File: config.mk
export PLATFORM = sky130hd
export DESIGN_NAME = sync_fifo_flags
export DESIGN_NICKNAME = d
export VERILOG_FILES = /design/src/rtl/sync_fifo_pkg.sv /design/src/rtl/fifo_ptr.sv /design/src/rtl/sync_fifo_flags.sv
export SDC_FILE = /design/constraint.sdc
export NUM_CORES = 1
export LEC_CHECK = 0
export ABC_AREA = 1
export BUFFER_PORTS_ARGS = -buffer_cell sky130_fd_sc_hd__buf_2
export CORE_MARGIN = 2
export CORE_UTILIZATION = 40
export DETAILED_ROUTE_END_ITERATION = 6
export PLACE_DENSITY_LB_ADDON = 0.08
export SYNTH_ARGS = -nofsm -noshare
export SYNTH_HDL_FRONTEND = slang
export SYNTH_SLANG_ARGS = --single-unit
File: constraint.sdc
create_clock -name clk -period 5.85 [get_ports clk]
set_clock_uncertainty 0.1 [all_clocks]
set_input_delay 0.8775 -clock clk [delete_from_list [all_inputs] [get_ports clk]]
set_output_delay 0.8775 -clock clk [all_outputs]
set_load 0.01 [all_outputs]
File: src/rtl/sync_fifo_pkg.sv
// Shared helpers for the flagged synchronous FIFO: pointer wrap arithmetic
// and default threshold offsets.
package sync_fifo_pkg;

    localparam int unsigned AF_OFFSET  = 2;
    localparam int unsigned AE_DEFAULT = 2;

    // Explicit wrap so any DEPTH (not only powers of two) works.
    function automatic int unsigned ptr_next(input int unsigned ptr, input int unsigned depth);
        return (ptr == depth - 1) ? 0 : ptr + 1;
    endfunction

endpackage

File: src/rtl/fifo_ptr.sv
// Wrap-around pointer counter for the FIFO; one instance each for the write
// and read sides.
module fifo_ptr
    import sync_fifo_pkg::*;
#(
    parameter  int unsigned DEPTH = 16,
    localparam int unsigned PW    = (DEPTH > 1) ? $clog2(DEPTH) : 1
) (
    input  logic          clk,
    input  logic          reset,
    input  logic          clr,
    input  logic          adv,
    output logic [PW-1:0] ptr
);

    logic [PW-1:0] ptr_q;
    logic [PW-1:0] ptr_d;

    always_comb begin
        ptr_d = ptr_q;
        if (clr) begin
            ptr_d = '0;
        end else if (adv) begin
            ptr_d = PW'(ptr_next(32'(ptr_q), DEPTH));
        end
    end

    always_ff @(posedge clk or negedge reset) begin
        if (!reset) begin
            ptr_q <= '0;
        end else begin
            ptr_q <= ptr_d;
        end
    end

    assign ptr = ptr_q;

endmodule

File: src/rtl/sync_fifo_flags.sv
// Single-clock FIFO with occupancy count, programmable almost flags, sticky
// error status, synchronous flush and optional first-word-fall-through read.
module sync_fifo_flags
    import sync_fifo_pkg::*;
#(
    parameter int unsigned WIDTH     = 8,
    parameter int unsigned DEPTH     = 16,
    parameter int unsigned AF_LEVEL  = DEPTH - AF_OFFSET,
    parameter int unsigned AE_LEVEL  = AE_DEFAULT,
    parameter bit          FWFT      = 1'b0,
    parameter int unsigned CNT_WIDTH = $clog2(DEPTH + 1)
) (
    input  logic                 clk,
    input  logic                 reset,
    input  logic                 flush,
    input  logic                 wr_en,
    input  logic [WIDTH-1:0]     wdata,
    input  logic                 rd_en,
    output logic [WIDTH-1:0]     rdata,
    output logic                 empty,
    output logic                 full,
    output logic                 almost_empty,
    output logic                 almost_full,
    output logic [CNT_WIDTH-1:0] count,
    output logic                 wr_error,
    output logic                 rd_error,
    output logic                 overflow,
    output logic                 underflow
);

    localparam int unsigned PW = (DEPTH > 1) ? $clog2(DEPTH) : 1;

    localparam logic [CNT_WIDTH-1:0] CNT_FULL = CNT_WIDTH'(DEPTH);
    localparam logic [CNT_WIDTH-1:0] CNT_AF   = CNT_WIDTH'(AF_LEVEL);
    localparam logic [CNT_WIDTH-1:0] CNT_AE   = CNT_WIDTH'(AE_LEVEL);

    logic [WIDTH-1:0] mem_q [DEPTH];

    logic [PW-1:0] wr_ptr;
    logic [PW-1:0] rd_ptr;

    logic [CNT_WIDTH-1:0] count_q, count_d;
    logic empty_q, empty_d;
    logic full_q, full_d;
    logic ae_q, ae_d;
    logic af_q, af_d;
    logic wr_err_q, wr_err_d;
    logic rd_err_q, rd_err_d;
    logic ovf_q, ovf_d;
    logic unf_q, unf_d;

    logic wr_ok;
    logic rd_ok;

    // Acceptance uses registered flags only; flush overrides both requests.
    assign wr_ok = wr_en & ~full_q  & ~flush;
    assign rd_ok = rd_en & ~empty_q & ~flush;

    fifo_ptr #(.DEPTH(DEPTH)) u_wr_ptr (
        .clk   (clk),
        .reset (reset),
        .clr   (flush),
        .adv   (wr_ok),
        .ptr   (wr_ptr)
    );

    fifo_ptr #(.DEPTH(DEPTH)) u_rd_ptr (
        .clk   (clk),
        .reset (reset),
        .clr   (flush),
        .adv   (rd_ok),
        .ptr   (rd_ptr)
    );

    always_ff @(posedge clk) begin
        if (wr_ok) begin
            mem_q[wr_ptr] <= wdata;
        end
    end

    always_comb begin
        count_d  = count_q;
        wr_err_d = 1'b0;
        rd_err_d = 1'b0;
        ovf_d    = ovf_q;
        unf_d    = unf_q;
        if (flush) begin
            count_d = '0;
            ovf_d   = 1'b0;
            unf_d   = 1'b0;
        end else begin
            if (wr_ok && !rd_ok) begin
                count_d = count_q + 1'b1;
            end else if (rd_ok && !wr_ok) begin
                count_d = count_q - 1'b1;
            end
            wr_err_d = wr_en & full_q;
            rd_err_d = rd_en & empty_q;
            ovf_d    = ovf_q | wr_err_d;
            unf_d    = unf_q | rd_err_d;
        end
        // Flags derive from next-count so they move on the same edge as count.
        empty_d = (count_d == '0);
        full_d  = (count_d == CNT_FULL);
        ae_d    = (count_d <= CNT_AE);
        af_d    = (count_d >= CNT_AF);
    end

    always_ff @(posedge clk or negedge reset) begin
        if (!reset) begin
            count_q  <= '0;
            empty_q  <= 1'b1;
            full_q   <= 1'b0;
            ae_q     <= 1'b1;
            af_q     <= (AF_LEVEL == 0);
            wr_err_q <= 1'b0;
            rd_err_q <= 1'b0;
            ovf_q    <= 1'b0;
            unf_q    <= 1'b0;
        end else begin
            count_q  <= count_d;
            empty_q  <= empty_d;
            full_q   <= full_d;
            ae_q     <= ae_d;
            af_q     <= af_d;
            wr_err_q <= wr_err_d;
            rd_err_q <= rd_err_d;
            ovf_q    <= ovf_d;
            unf_q    <= unf_d;
        end
    end

    if (FWFT) begin : g_fwft
        // Guard keeps rdata at zero whenever nothing valid is at the head.
        assign rdata = empty_q ? '0 : mem_q[rd_ptr];
    end else begin : g_reg
        logic [WIDTH-1:0] rdata_q;

        always_ff @(posedge clk or negedge reset) begin
            if (!reset) begin
                rdata_q <= '0;
            end else if (rd_ok) begin
                rdata_q <= mem_q[rd_ptr];
            end
        end

        assign rdata = rdata_q;
    end

    assign count        = count_q;
    assign empty        = empty_q;
    assign full         = full_q;
    assign almost_empty = ae_q;
    assign almost_full  = af_q;
    assign wr_error     = wr_err_q;
    assign rd_error     = rd_err_q;
    assign overflow     = ovf_q;
    assign underflow    = unf_q;

endmodule
==> results.txt, run 1 <==
The average wire length per cell after detail routing came out at approximately 19 microns. The post-detailed-route count of antenna-violating nets is 0. The overall power of the completed layout came out at 2770 uW. The max-slew violation total from the final report was 0.

The path class of the tightest hold or removal check is flip-flop to flip-flop. The count of cells along the worst register-to-register path is 8. Of the total synthesized cell area, the portion taken by full adders, half adders and majority gates is 0.0134. For this design the ratio of total power to cell area is roughly 370 nW/um^2. The total of buffers placed on input and output ports is 33. Setup repair after global routing left no endpoint under its margin.

The final net count is 621. The worst setup path is launched from an input pin. The fraction of layout instances using a drive strength above 1 is 0.132. The portion of synthesized area spent on multiplexers is 0. After clock tree synthesis, the clock-pin slew on the worst setup and hold paths is approximately 0.060 ns. The sequential area share after synthesis came out at 0.699. The top-level I/O count is 34.

The worst setup slack before clock tree synthesis came out at 2.84 ns. After layout, the minimum clock period comes to 2.56 ns. The required time of the critical path came out at 5.78 ns. Data on the critical path arrives at its endpoint at 2.49 ns. The TritonCTS sink count came out at 157. Measured along the y axis, the die boundary spans 132 microns.

The largest net degree at the start of global routing came out at 74. The total number of cells along the worst setup path is 5. Hold is met by 0.376 ns. The TritonCTS clock tree is yes.

Clock latency on the worst-skew pair, taken at its later pin, is between 0.4 and 0.5 ns. The initial core utilization is 0.410. The worst pin sits at a relative slew slack of 0.171. The combined area of all synthesized cells is about 6500 sq um. The post-synthesis async set-or-reset flop share came out at 0.185.

The via count of the first global-routing pass was 4202. The pre-antenna-repair detailed-routing pass consisted of 5 iterations. The number of storage elements in the synthesis netlist is 157. After global routing the overflow that remains totals 0.

The transition at the pin with the smallest max-transition slack is 1.23 ns. The largest buffer count on any clock path came out at 2. The hold violation count in the final report came out at 0. After detailed routing, the total wire length is 15500 microns. The run finished with clean final reports. The number of rows created at floorplan is 46.

The cell type of the slowest stage on the worst timing path is nor3_1. The maximum frequency from static timing analysis came out at between 300 and 400 MHz. The total of max-cap violations is 0. The number of enable-type register cells in the synthesized netlist is 128. The area overhead of the layout relative to synthesis came out at 13.8%.

After synthesis, the largest family of logic cells by area is simple AND/OR/NAND/NOR gates. VDD sags by at most 0.181 mV. Counting instances, the worst hold path has a depth of 2. The number of hold buffers added after CTS came out at 0. Synthesis handed over a netlist of 577 instances. The via count is 4245. The signal on the critical path passes through buf_2, nand2_2, inv_1, nand2_1, nor3_1. The count of distinct cell types in the synthesized netlist is 27.

The die covers roughly 17000 sq um. The ratio of routed vias to standard cells is just over 5. The largest stage delay on the critical path is 0.97 ns.

The global placer's final weighted congestion is 0.817. Setup violations remaining at the end of the flow were counted as 0. Dividing the synthesized area by the synthesized cell count gives around 11 sq um.

Of all nets on the critical path, the largest fanout is 8. The diode insertion count for antenna repair is 0. Adding up every negative setup slack in the final design gives 0 ns. The half-perimeter wire length after placement is 9780 microns. Counting both buffers and inverters, the worst setup path holds a total of 2.

Yosys printed 0 warnings. Buffers inserted during clock tree synthesis total 17. Summed over all cells, the static leakage comes to 0.00282 uW.

The area of the core is 15900 sq um. The family with the most delay on the worst path is simple AND/OR/NAND/NOR gates. The number of design-rule violations left by the first detailed-router iteration is 364. The total setup buffers inserted after CTS came out at 0. In the synthesized netlist the dominant register cell turns out to be edfxtp_1. The post-synthesis xor/xnor area fraction came out at 0.00134. The post-synth net total is 597. The number of DRC violations after detailed routing came out at 0.

The initial antenna violation count is 0. The chip width came out at ~130 microns. The number of gates resized after CTS was 0. The wire length of the first global-routing pass came out at 24300 microns. The maximum level of the CTS H-tree came out at 4. Of the available clock period, the critical path in the final layout requires 0.437. The tree is rooted in a clkbuf_16. The compound-cell area share of the yosys netlist is 0.0872. Of the total synthesized cell area, the portion taken by AND, OR, NAND and NOR gates is 0.156.

STA classifies the critical path endpoint as a flip-flop. The overall track demand over capacity in global routing is 0.187. By startpoint and endpoint, the worst setup path is classified as input pin to flip-flop.

The post-layout worst setup margin came out at 3.29 ns.
==> sequential cells by signal, indices dropped and copies added (netlist names) <==
signal / flops
full: 1
count: 5
u_rd_ptr.ptr: 4
u_wr_ptr.ptr: 4
almost_full: 1
rdata: 8
empty: 1
mem_q: 128
underflow: 1
rd_error: 1
almost_empty: 1
overflow: 1
wr_error: 1
==> layout make-up <==
| type | instances | area [sq um] |
|---|---|---|
| clock inverters | 15 | 171 |
| repair buffers | 36 | 188 |
| fillers | 1506 | 8490 |
| inverters | 35 | 131 |
| well taps | 216 | 270 |
| multi-input cells | 354 | 1690 |
| clock buffers | 17 | 425 |
| flip-flops and latches | 157 | 4570 |
==> power by group <==
part           switching (uW)  internal, uW
sequential               32.6          1260
clock                     445           670
combinational             249           111
total                     726          2040
==> cells by family after synthesis <==
logic type,Yosys count
simple gates,240
flops,157
fa+ha+maj,7
xor+xnor,1
buf+inv,66
compound gates,106
==> metal layers <==
| metal | wire (microns) | global-route usage | vias to the layer above |
|---|---|---|---|
| met1 | 7180 | 0.258 | 2053 |
| li1 | - | - | 2069 |
| met2 | 7480 | 0.299 | 105 |
| met4 | 299 | 0.0670 | 0 |
| met5 | 0 | 0 | - |
| met3 | 578 | 0.0323 | 18 |
==> worst min-delay path, cell delays in order, from the launching register on <==
cell and delay, ns:
dfrtp_1 0.34, nand2_1 0.05, nand2_1 0.05
==> through the flow <==
| stage | instances | utilization | instance area, sq um |
|---|---|---|---|
| 3_5_place_dp | 798 | 0.430 | 6850 |
| 3_3_place_gp | 798 | 0.430 | 6850 |
| 2_1_floorplan | 577 | - | 6540 |
| 6_report | 830 | 0.467 | 7450 |
| 4_1_cts | 830 | 0.467 | 7450 |
| 5_1_grt | 830 | 0.467 | 7450 |
==> cells in the mapped netlist, types with 2 or more instances <==
library cell	number	area share
buf_2	13	0.0099
ha_1	7	0.013
clkbuf_1	10	0.0057
nor2_1	76	0.044
inv_1	32	0.018
nor3_1	23	0.018
clkbuf_2	6	0.0046
edfxtp_1	128	0.59
nand2_2	2	0.0019
nor2_2	2	0.0019
nand2_1	93	0.053
o21ai_0	65	0.050
nand3_1	39	0.030
dfstp_2	2	0.0080
a21oi_1	13	0.0099
nand3_2	2	0.0031
o22ai_1	26	0.025
inv_2	3	0.0017
dfrtp_1	27	0.10
==> worst paths after layout <==
kind / from / to / slack (ns)
setup / recovery: wr_en / mem_q[14][7] / 3.29
hold / removal: rdata[1] / rdata[1] / 0.38
setup reg to reg: u_rd_ptr.ptr[0] / rdata[1] / 3.39
hold reg to reg: rdata[1] / rdata[1] / 0.38
max in group asynchronous: reset / u_rd_ptr.ptr[0] / 4.78
min in group asynchronous: reset / almost_full / 0.39
==> placed cells by master (no fill, tap or decap) <==
cell type,instances
o32ai_1,1
clkinvlp_4,2
clkinv_1,1
buf_2,33
buf_4,3
nor3_1,23
clkinv_4,2
or2_2,1
ha_1,7
clkbuf_16,17
dfstp_2,2
nor2_8,1
dfrtp_2,1
xor2_1,1
o221ai_1,1
o21ai_0,65
clkinv_2,5
inv_1,32
edfxtp_1,128
dfrtp_1,26
inv_8,1
nand2_2,2
nand4_1,1
inv_6,1
nand3_2,2
nor2_2,2
a21oi_1,13
inv_2,3
o22ai_1,26
nand3_1,39
nor2_1,76
nand2_1,93
bufinv_16,3
No activity file was read; power rests on OpenSTA's default activity.
==> run 2, diff against run 1 <==
- clock period: 5.85 -> 2 ns (I/O delays scaled with it)
==> run 2 against run 1 <==
Via count up 3.9%. Combinational power increased to 3.1 times the previous value. Cell count up 3.4%.
==> results.txt, run 2 (synthesis results as in run 1) <==
The run finished with clean final reports. The average wire length per cell after detail routing is 18.2 microns (-2.7%). The final net count is 650 (+4.7%). In the layout the commonest cells are edfxtp_1 (128), nand2_1 (93), nor2_1 (76). The largest net degree at the start of global routing is 49 (-34%). The share of the cycle needed by the critical path after routing is 0.913. The fraction of layout instances using a drive strength above 1 is 0.165 (+0.0332). The post-detailed-route count of antenna-violating nets came out at 0 (unchanged).

The total leakage power is 0.00299 uW (+6.0%). The clock insertion delay at the later pin of the skew report is 0.42 ns (about the same). The count of final setup violators came out at 0 (unchanged). The number of design-rule violations left by the first detailed-router iteration came out at 297 (-18%). The cell at the root of the clock tree is clkbuf_16. The top fanout value on the critical path came out at 8 (unchanged). The summed area of non-filler cells in the final layout came to 7740 sq um (+3.9%). The number of DRC violations after detailed routing is 0 (unchanged). The half-perimeter wire length after placement came to 10600 microns (+8.1%). The diode insertion count for antenna repair came out at 0 (unchanged). The clock buffer count from CTS is 17 (unchanged). The required time of the critical path is 2.03 ns (-3.75 ns). The worst IR drop on VDD came out at 0.648 mV (+260%). The area growth from synthesis to layout is 18.3%. STA classifies the critical path endpoint as a flip-flop. The chip width is 132 microns (unchanged). The worst setup slack before clock tree synthesis was 0.0516 ns (-2.79 ns). The remaining max-slew budget at the tightest pin is 0.550 (+0.378). The area of the core is 15900 sq um (unchanged). The total setup buffers inserted after CTS came out at 0 (unchanged).

The via count of the first global-routing pass is 4385 (+4.4%). The post-layout worst setup margin is 0.174 ns (-3.12 ns). The detailed-routing iteration count for the pre-antenna-repair pass is 4 (-1).

The max-slew violation total from the final report came to 0 (unchanged). The maximum level of the CTS H-tree came out at 4 (unchanged). The die boundary height came out at 132 microns (unchanged). The TritonCTS sink count came to 157 (unchanged). TritonCTS built the clock tree. The ratio of routed vias to standard cells is 5.14 (+0.54%).

The worst hold margin is 0.0376 ns (-0.339 ns). The worst path needs roughly 1.8 ns of the cycle, external delays included. The number of filler cells placed in the layout is 1488 (-1.2%). The global-route congestion overflow total is 0 (unchanged). The instance area at placement came out at 7070 sq um (+3.3%). The power density relative to cell area came to 1100 nW/um^2 (+200%). The data arrival time of the worst path is 1.86 ns (-0.63 ns).

The routed wire length came out at 15600 microns (+0.55%). The wire length of the first global-routing pass came out at 24400 microns (+0.54%). The initial antenna violation count is 0 (unchanged). The total of max-cap violations came out at 0 (unchanged). The transition at the pin with the smallest max-transition slack came out at 0.675 ns (-0.558 ns). Ranked by flip-flop count, first place goes to mem_q. The total of buffers placed on input and output ports came out at 33 (unchanged). The overall track demand over capacity in global routing is 0.187 (about the same). The clock-pin slew reported for the worst setup and hold paths after clock tree synthesis is 0.06 ns (about the same). The flip-flop count of the largest register after layout is 128 (unchanged). The global placer's final weighted congestion came to 0.861 (+5.4%).

Setup repair after global routing left no endpoint under its margin. The die area is 17400 sq um (unchanged). The worst setup path is launched from a flip-flop. The tightest min-delay check is of the input pin to flip-flop type.

The critical path is of the flip-flop to flip-flop type. The library cell used most frequently in the layout, excluding fill and tap cells, is edfxtp_1. The initial core utilization was 0.410 (unchanged). The hold violation count in the final report came to 0 (unchanged). The via count is 4412 (+3.9%). The setup TNS is 0 ns (unchanged). The top-level I/O count is 34 (unchanged). For this run, the top clock speed supported by timing is 548 MHz.

The number of rows created at floorplan came to 46 (unchanged). The largest buffer count on any clock path was 2 (unchanged).
-- run 2: timing repair --
| action | in CTS | in global routing |
|---|---|---|
| resized for setup | 0 | 1 |
| endpoints found under the setup margin | 0 | 8 |
| endpoints found under the hold margin | 27 | 0 |
| hold buffers | 1 | 0 |
-- run 2: through the flow --
stage / total power (uW) / cells / utilization
5_1_grt: 8840 / 858 / 0.485
3_5_place_dp: 5000 / 826 / 0.444
2_1_floorplan: 4530 / 577 / -
4_1_cts: 8580 / 858 / 0.485
6_report: 8510 / 858 / 0.485
3_3_place_gp: 4990 / 826 / 0.444
-- run 2: area by class of cell --
class | count | area [sq um] | area share
repair buffers | 65 | 420 | 0.0543
clock inverters | 11 | 214 | 0.0276
multi-input cells | 354 | 1690 | 0.218
flip-flops and latches | 157 | 4570 | 0.591
inverters | 35 | 135 | 0.0175
well taps | 216 | 270 | 0.0349
clock buffers | 20 | 437 | 0.0564
-- run 2: metal layers --
layer | part of all wire | track usage
met1 | 0.47 | 0.255
met2 | 0.47 | 0.293
met3 | 0.034 | 0.0350
met4 | 0.025 | 0.0833
met5 | 0 | 0
-- run 2: final timing paths --
| check | from | to | slack [ns] | cells past startpoint |
|---|---|---|---|---|
| setup / recovery | full | mem_q[13][1] | 0.17 | 6 |
| hold / removal | wr_en | wr_error | 0.04 | 3 |
| hold reg to reg | rdata[5] | rdata[5] | 0.38 | 2 |
| max in group asynchronous | reset | u_rd_ptr.ptr[0] | 0.97 | 2 |
| min in group asynchronous | reset | almost_full | 0.34 | 2 |
| setup reg to reg | full | mem_q[13][1] | 0.17 | 6 |
-- run 2: worst max-delay path, cell delays in order, from the launching register on --
cell and delay [ns]:
dfrtp_1 0.39, inv_1 0.07, nand2_2 0.11, clkinvlp_4 0.18, nand2_1 0.17, nor3_1 0.28
buf_4 0.24
-- run 2: power by group --
group          total (uW)  internal (uW)  leakage [uW]  switching [uW]
clock network        3580           2330      0.000313            1250
logic                1130            373       0.00115             761
registers            3790           3690       0.00153            98.8
total                8510           6400       0.00299            2110
